## src/rtl/mc_pkg.sv

```systemverilog
// Shared memory-controller definitions: refresh FSM encoding and default
// refresh parameters used by the scheduler, fsm_ctrl and mc_apb_cfg.
package mc_pkg;

    localparam int RF_INTV_WIDTH_DEF = 16;
    localparam int RF_PEND_MAX_DEF   = 8;
    localparam int RF_PEND_WIDTH_DEF = 4;

    typedef enum logic [1:0] {
        RF_IDLE  = 2'd0,
        RF_REQ   = 2'd1,
        RF_START = 2'd2,
        RF_BUSY  = 2'd3
    } rf_state_t;

endpackage

```

## src/rtl/rf_intv_timer.sv

```systemverilog
// Refresh interval timer: counts cycles while enabled and emits a one-cycle
// tick when the configured interval has elapsed. A ">=" compare means that
// lowering the interval below the current count ticks on the next cycle
// instead of wrapping through the full counter range.
module rf_intv_timer
    import mc_pkg::*;
#(
    parameter int RF_INTV_WIDTH = RF_INTV_WIDTH_DEF
) (
    input  logic                     clk,
    input  logic                     rst_n,
    input  logic                     en,
    input  logic [RF_INTV_WIDTH-1:0] cfg,
    output logic                     tick
);

    logic [RF_INTV_WIDTH-1:0] cnt;
    logic                     active;
    logic                     at_end;

    assign active = en && (cfg != '0);
    assign at_end = (cnt >= (cfg - RF_INTV_WIDTH'(1)));
    assign tick   = active && at_end;

    // Interval counter: held at zero when idle, restarts on every tick
    always_ff @(posedge clk or negedge rst_n) begin
        if (!rst_n) begin
            cnt <= '0;
        end else if (!active || at_end) begin
            cnt <= '0;
        end else begin
            cnt <= cnt + RF_INTV_WIDTH'(1);
        end
    end

endmodule

```

## src/rtl/array_rf_sched.sv

```systemverilog
// Refresh scheduler: tracks postponed refreshes, requests a slot from
// fsm_ctrl, and on grant runs one rf_start/rf_done handshake with
// array_rf_ctrl. Urgency is raised once the postponement budget is used up.
module array_rf_sched
    import mc_pkg::*;
#(
    parameter int RF_INTV_WIDTH = RF_INTV_WIDTH_DEF,
    parameter int RF_PEND_MAX   = RF_PEND_MAX_DEF,
    parameter int RF_PEND_WIDTH = RF_PEND_WIDTH_DEF
) (
    input  logic                     clk,
    input  logic                     rst_n,
    input  logic                     mc_rf_en,
    input  logic [RF_INTV_WIDTH-1:0] mc_trefi_cfg,
    output logic                     rf_req,
    output logic                     rf_urgent,
    input  logic                     rf_grant,
    output logic                     rf_start,
    input  logic                     rf_done,
    output logic [RF_PEND_WIDTH-1:0] rf_pend_cnt,
    output logic                     rf_overflow
);

    localparam logic [RF_PEND_WIDTH-1:0] PEND_MAX = RF_PEND_WIDTH'(RF_PEND_MAX);

    rf_state_t state;
    rf_state_t state_next;
    logic      tick;
    logic      done_acc;

    rf_intv_timer #(
        .RF_INTV_WIDTH (RF_INTV_WIDTH)
    ) u_timer (
        .clk   (clk),
        .rst_n (rst_n),
        .en    (mc_rf_en),
        .cfg   (mc_trefi_cfg),
        .tick  (tick)
    );

    // Completion only counts while a refresh is actually in flight
    assign done_acc  = rf_done && (state == RF_BUSY);
    assign rf_urgent = (rf_pend_cnt == PEND_MAX);

    // Next-state logic for the refresh handshake
    always_comb begin
        state_next = state;
        case (state)
            RF_IDLE:  if (rf_pend_cnt != '0) state_next = RF_REQ;
            RF_REQ:   if (rf_grant)          state_next = RF_START;
            RF_START:                        state_next = RF_BUSY;
            RF_BUSY:  if (rf_done)           state_next = RF_IDLE;
            default:                         state_next = RF_IDLE;
        endcase
    end

    // State register with registered request/start outputs
    always_ff @(posedge clk or negedge rst_n) begin
        if (!rst_n) begin
            state    <= RF_IDLE;
            rf_req   <= 1'b0;
            rf_start <= 1'b0;
        end else begin
            state    <= state_next;
            rf_req   <= (state_next == RF_REQ);
            rf_start <= (state_next == RF_START);
        end
    end

    // Pending count: tick adds, accepted done removes, both together cancel
    always_ff @(posedge clk or negedge rst_n) begin
        if (!rst_n) begin
            rf_pend_cnt <= '0;
            rf_overflow <= 1'b0;
        end else if (tick && !done_acc) begin
            if (rf_pend_cnt == PEND_MAX) begin
                rf_overflow <= 1'b1;
            end else begin
                rf_pend_cnt <= rf_pend_cnt + RF_PEND_WIDTH'(1);
            end
        end else if (done_acc && !tick && (rf_pend_cnt != '0)) begin
            rf_pend_cnt <= rf_pend_cnt - RF_PEND_WIDTH'(1);
        end
    end

endmodule

```

## config.mk

```make
export PLATFORM = sky130hd
export DESIGN_NAME = array_rf_sched
export DESIGN_NICKNAME = d
export VERILOG_FILES = /design/src/rtl/mc_pkg.sv /design/src/rtl/rf_intv_timer.sv /design/src/rtl/array_rf_sched.sv
export SDC_FILE = /design/constraint.sdc
export NUM_CORES = 1
export LEC_CHECK = 0
export ABC_CLOCK_PERIOD_IN_PS = 3100
export CAP_MARGIN = 20
export CORE_MARGIN = 2
export CORE_UTILIZATION = 45
export DETAILED_ROUTE_END_ITERATION = 8
export GPL_ROUTABILITY_DRIVEN = 0
export PLACE_DENSITY = 0.71
export SLEW_MARGIN = 20
export SYNTH_ARGS = -nofsm -noshare
export SYNTH_HDL_FRONTEND = slang
export SYNTH_SLANG_ARGS = --single-unit
```

## constraint.sdc

```tcl
create_clock -name clk -period 3.1 [get_ports clk]
set_input_delay 0.62 -clock clk [delete_from_list [all_inputs] [get_ports clk]]
set_output_delay 0.62 -clock clk [all_outputs]
set_load 0.02 [all_outputs]
```

# Yosys cells after proc, flatten, opt, wreduce, memory -nomap -nowiden
# Cells that the tools add are included.
# word_totals
register_bits	25
inputBits	21
output_inout_bits	8
elab_cells	42
# classes
add_sub_neg	4
order_cmp	1
n_eq_ne	7
muxes	8
n_reduce_logical	16
# op_table
cell	count
$add 16x1->16 const B	1
$ge 16x16->1	1
$mux 16	1
$reduce_bool 16->1	1
$sub 16x1->16 const B	1
$mux 4	3
$pmux 2 s4	1
$eq 2x2->1 const B	3
$logic_and 1x1->1	6
$mux 2	3
$add 4x1->4 const B	1
$eq 2x1->1 const B	2
$eq 4x4->1 const B	1
$reduce_and 2->1	2
$reduce_bool 4->1	1
$sub 4x1->4 const B	1
$logic_not 1->1	3
$logic_not 2->1	1
$ne 2x2->1 const B	1
$reduce_bool 2->1	1
$logic_or 1x1->1	1

# Longest topological paths before layout
# Gate-level depths: netlist of the first run.
# depth
depth_word	8
depth_mapped	18
depth_no_buf	18

# Hierarchy
# Synthesis of the first run repeated with hierarchy kept, for this count alone.
# unflattened
cells_unflattened	207
area_unflattened_um2	1959.4
# by_module_without_submodules
module	instances	cells_each	area_each_um2	seq_area_each_um2
rf_intv_timer	1	157	1418.9	400.4
array_rf_sched	1	50	540.5	225.2

# Worst setup path after synthesis of the first run
# No wires, ideal clock.
# synth_timing
kind	in2reg
start	in mc_trefi_cfg[3]
end	reg rf_pend_cnt[3]
setup_ns	0.095
arrival_time_ns	4.400
required_ns	3.005
path_slack_ns	-1.395
cell_stages	18
path_buffers	0
path_cell_list	or3_1 -> nor3_1 -> nand2b_1 -> nor3_1 -> nor3b_1 -> xnor2_1 -> ha_1 -> a21oi_1 -> o21ai_0 -> nor4_1 -> a31oi_4 -> nand2_1 -> ha_1 -> a21o_1 -> a21oi_1 -> or3_1 -> nor3_1 -> nor4b_2
# synth_via
elab_chain_len	8
word_cells_on_any_way	13
classes_between	add/sub (1); order compare (1); eq/ne (1); mux (1); reduce/logical (9)
# synth_lines
item	line	text
from (decl)	array_rf_sched.sv:14	input logic [RF_INTV_WIDTH-1:0] mc_trefi_cfg,
$sub 16x1->16 / $reduce_bool 16->1 (equally long branches)	rf_intv_timer.sv:22, rf_intv_timer.sv:21	
$ge 16x16->1 / $logic_and 1x1->1 (equally long branches)	rf_intv_timer.sv:22, rf_intv_timer.sv:21	
$logic_and 1x1->1 *	rf_intv_timer.sv:23	assign tick = active && at_end;
$logic_not 1->1	array_rf_sched.sv:81	end else if (done_acc && !tick && (rf_pend_cnt != '0)) begin
$logic_and 1x1->1 (2 in series)	array_rf_sched.sv:81	
$reduce_bool 2->1 (no source line)	n/a	
$reduce_and 2->1 (no source line)	n/a	
to (signal assigned)	array_rf_sched.sv:79	rf_pend_cnt <= rf_pend_cnt + RF_PEND_WIDTH'(1);
to (signal assigned)	array_rf_sched.sv:82	rf_pend_cnt <= rf_pend_cnt - RF_PEND_WIDTH'(1);
to (decl)	array_rf_sched.sv:20	output logic [RF_PEND_WIDTH-1:0] rf_pend_cnt,
# Mark *: on every way between the ends. The rest lies on a longest branch, timed or not.
# A chain may end at the register's enable or synchronous reset.

# Final worst setup path of the first run
# layout_timing
start	in mc_trefi_cfg[4]
end	reg rf_pend_cnt[3]
# The elaborated chain is that of the path after synthesis.

==> summary.md, run 1 <==
| Metric | Value |
|---|---|
| Outcome | `finished with violations` |
| Violated checks | `negative setup slack` |
| Most common cell after layout, fill and taps aside | `buf_4` |
| DRC viols | `0` |
| PnR worst setup slack | `-0.7629 ns` |
| Yosys reg bits | `25` |
| Grt ovf | `0` |
| Seq/Total Area, Yosys | `33.76%` |
| Fin. Hold Viols | `0` |
| Initial DRC count | `41` |
| Worst-margin pin slew | `approximately 0.40 ns` |
| Synth Area in Simple Gates | `between 20% and 30%` |
| Detailed Routing Iterations Pass 1 | `4` |
| XOR/XNOR Fraction of Synth Area | `14.18%` |
| Area leader, netlist | `dfrtp_1` |
| Distinct cell type count after synthesis | `38` |
| Die width | `approximately 70 microns` |
| Final Max Slew Viols | `0` |
| Final worst path period share | `124.6%` |
| CTS root buffer | `clkbuf_8` |
| IR drop worst, VDD | `0.0004932 V` |
| WL met3 | `between 100 and 150 microns` |
| I/O Buffers | `28` |
| First-pass GRT wire length | `between 7 and 8 mm` |
| TritonCTS clock tree | `built` |
| Die Y | `68.17 microns` |
| Routed wl met2 | `approximately 2.1 mm` |
| Post-Synthesis Cells | `198` |
| Slew margin rel. | `72.90%` |
| Startpoint types | `primary input` |
| Htree depth | `1` |
| Synth Area in Adders | `between 10% and 20%` |
| Antenna Nets Post-Route | `0` |
| Vias per cell | `5.159` |
| Largest net degree at the start of global routing | `26` |
| M1 wire length | `between 2 and 2.5 mm` |
| Largest family of logic cells by synthesized area | `simple AND/OR/NAND/NOR gates` |
| CP endpoint kind | `flip-flop` |
| Share of cells above drive strength 1 | `a little over a third` |
| Most frequent cells in the layout | `buf_4, dfrtp_1, xnor2_1` |
| Avg WL per Cell | `around 14 microns` |
| Core footprint | `just under 0.004 sq mm` |
| TritonCTS buffer count | `3` |
| # IOs | `29` |
| Maximum root-to-sink buffer count | `2` |
| Max Clock Freq | `258.9 MHz` |
| CP Class | `in -> reg` |
| Area contributors post-synth | `dfrtp_1, ha_1, xnor2_1` |
| Crit path max fanout | `3` |
| Starting Density | `about 47%` |
| GRT Total Usage | `19.97%` |
| RSZ-0062 raised after global routing | `true` |
| Crit path time final | `around 3.9 ns` |
| P&R area growth vs syn | `50.98%` |
| Via count | `1651` |
| Initial antenna violation count | `0` |
| Layout net count | `roughly 310` |
| Synthesized cell area | `0.001853 sq mm` |
| DP HPWL | `slightly above 3 mm` |
| Pwr Total | `1.183 mW` |
| Static Leak | `about 1.2 nW` |
| Antenna Cells | `0` |
| Final worst clock skew | `between 0.001 and 0.0015 ns` |
| Clock slew seen by the registers of the worst setup and hold paths | `0.08 ns` |
| DRT Wirelength | `between 4 and 5 mm` |
| Share of the synthesized area in the top cell type | `between 30% and 40%` |
| Skew-Pair Late Insertion Delay | `between 0.2 and 0.3 ns` |
| Setup violators final | `21` |
| Synth warn | `0` |
| Post-synthesis mux area share | `2.566%` |
| Placement Rows | `23` |
| HP Class | `reg -> reg` |
| Synth Area in Compound Gates | `a little under 10%` |
| Setup TNS | `-5.842 ns` |
| Post-CTS Hold Buffers | `0` |
| P per Cell Area | `422.9 mW/mm^2` |
| Max Cap Violations | `0` |
| CP arrival | `~4 ns` |
| Sink Count | `25` |
| Number of global-route vias before repair | `1680` |
| DR top layer | `met4` |
| Die ar. | `0.004647 sq mm` |
| Critical Path RT | `3.25 ns` |
| Reg2reg setup slack | `0.30 ns` |
| Post-synth net total | `240` |
| Synthesized area per cell | `~9.4 sq um` |
==> state kept, by name, indices dropped and copies added (netlist names) <==
register,count
u_timer.cnt,16
rf_pend_cnt,4
rf_req,1
state,2
rf_start,1
rf_overflow,1
==> path summary, 6_finish.rpt <==
kind / start / endpoint / depth (start not counted)
max: mc_trefi_cfg[4] / rf_pend_cnt[3] / 19
min: rf_overflow / rf_overflow / 1
max reg2reg: u_timer.cnt[0] / rf_pend_cnt[3] / 13
min reg2reg: rf_overflow / rf_overflow / 1
max in group asynchronous: rst_n / rf_overflow / 2
min in group asynchronous: rst_n / state[0] / 2
==> critical path, stage by stage <==
cell and delay, ns:
buf_6 0.09, or3_4 0.40, nor3_4 0.18, nand2b_4 0.09
buf_4 0.16, nor3_4 0.17, xnor2_1 0.11, ha_1 0.30
nand4_1 0.17, nor3_2 0.19, o2111ai_2 0.20, a31oi_4 0.25
nand2_4 0.10, ha_4 0.27, a21o_1 0.11, a21oi_2 0.06
or3_1 0.32, nor3_2 0.13, nor4b_2 0.07
==> logic make-up (layout without fill, tap and decap cells) <==
| group | after synthesis | in the layout |
|---|---|---|
| AND/OR/NAND/NOR | 88 | 89 |
| XOR/XNOR | 30 | 30 |
| flip-flops | 25 | 25 |
| AO/OA/AOI/OAI | 22 | 22 |
| adder cells (fa/ha/maj) | 21 | 21 |
| buffers and inverters | 8 | 79 |
| multiplexers | 4 | 4 |
==> synthesized netlist by cell type (all sizes together) <==
master	number
or2	1
and2	2
a2111o	1
o311a	1
inv	5
nor4b	1
ha	20
clkbuf	1
or3b	1
and3	6
nor3	10
o41ai	1
o21ai	2
nand4	2
or4	1
mux2i	1
or3	2
nor2	29
nor4	4
a211oi	1
a31oi	1
nand2b	3
nor3b	1
fa	1
xor2	10
buf	2
nand2	18
a31o	2
nand3	7
xnor2	20
o21a	2
mux2	3
a21oi	9
a21o	1
o2111ai	1
dfrtp	25
==> area by class of cell <==
cell class,count,area (sq um)
sequential,25,625.6
clock buffer,4,45.04
timing repair buffer,70,590.6
fill,294,1174
inverter,5,18.77
tap,50,62.56
multi-input combinational,166,1455
==> routing by layer <==
layer	up-vias	global-route usage, %
met4	0	5.250
met3	8	1.974
li1	845	-
met1	766	25.26
met5	-	0
met2	32	36.17
==> timing repair <==
action,CTS,global route
setup buffers,4,4
gates resized for setup,40,30
cloned,1,0
pin swaps,24,14
endpoints found under the setup margin,21,21
hold endpoints to repair,0,0
==> report_power, final <==
group | internal, mW | switching [mW] | leakage [nW]
registers | 0.380 | 0.0740 | 0.328
logic | 0.294 | 0.247 | 0.879
clock network | 0.0917 | 0.0971 | 0.0228
total | 0.765 | 0.418 | 1.23
==> per-stage QoR <==
step / area (sq um) / std cells / hold WS [ns] / utilization (%) / setup WS (ns)
after CTS: 2646 / 316 / 0.4875 / 66.64 / -0.8711
final: 2798 / 320 / 0.4840 / 70.45 / -0.7629
after floorplan: 1926 / 198 / 0.3244 / - / -0.9900
after detailed placement: 2487 / 307 / 0.4634 / 62.63 / -1.536
after global routing: 2798 / 320 / 0.5107 / 70.45 / -0.9337
after global placement: 2487 / 307 / 0.4608 / 62.63 / -1.411
Note: power is estimated with default switching activity, not from simulation.
==> run 2, diff against run 1 <==
--- a/config.mk
+++ b/config.mk
@@ -6,7 +6,6 @@
 export NUM_CORES = 1
 export LEC_CHECK = 0
 export ABC_CLOCK_PERIOD_IN_PS = 3100
-export CAP_MARGIN = 20
 export CORE_MARGIN = 2
 export CORE_UTILIZATION = 45
 export DETAILED_ROUTE_END_ITERATION = 8
==> results of run 2 <==
No change in the layout: final DEF, timing and power equal those of run 1.
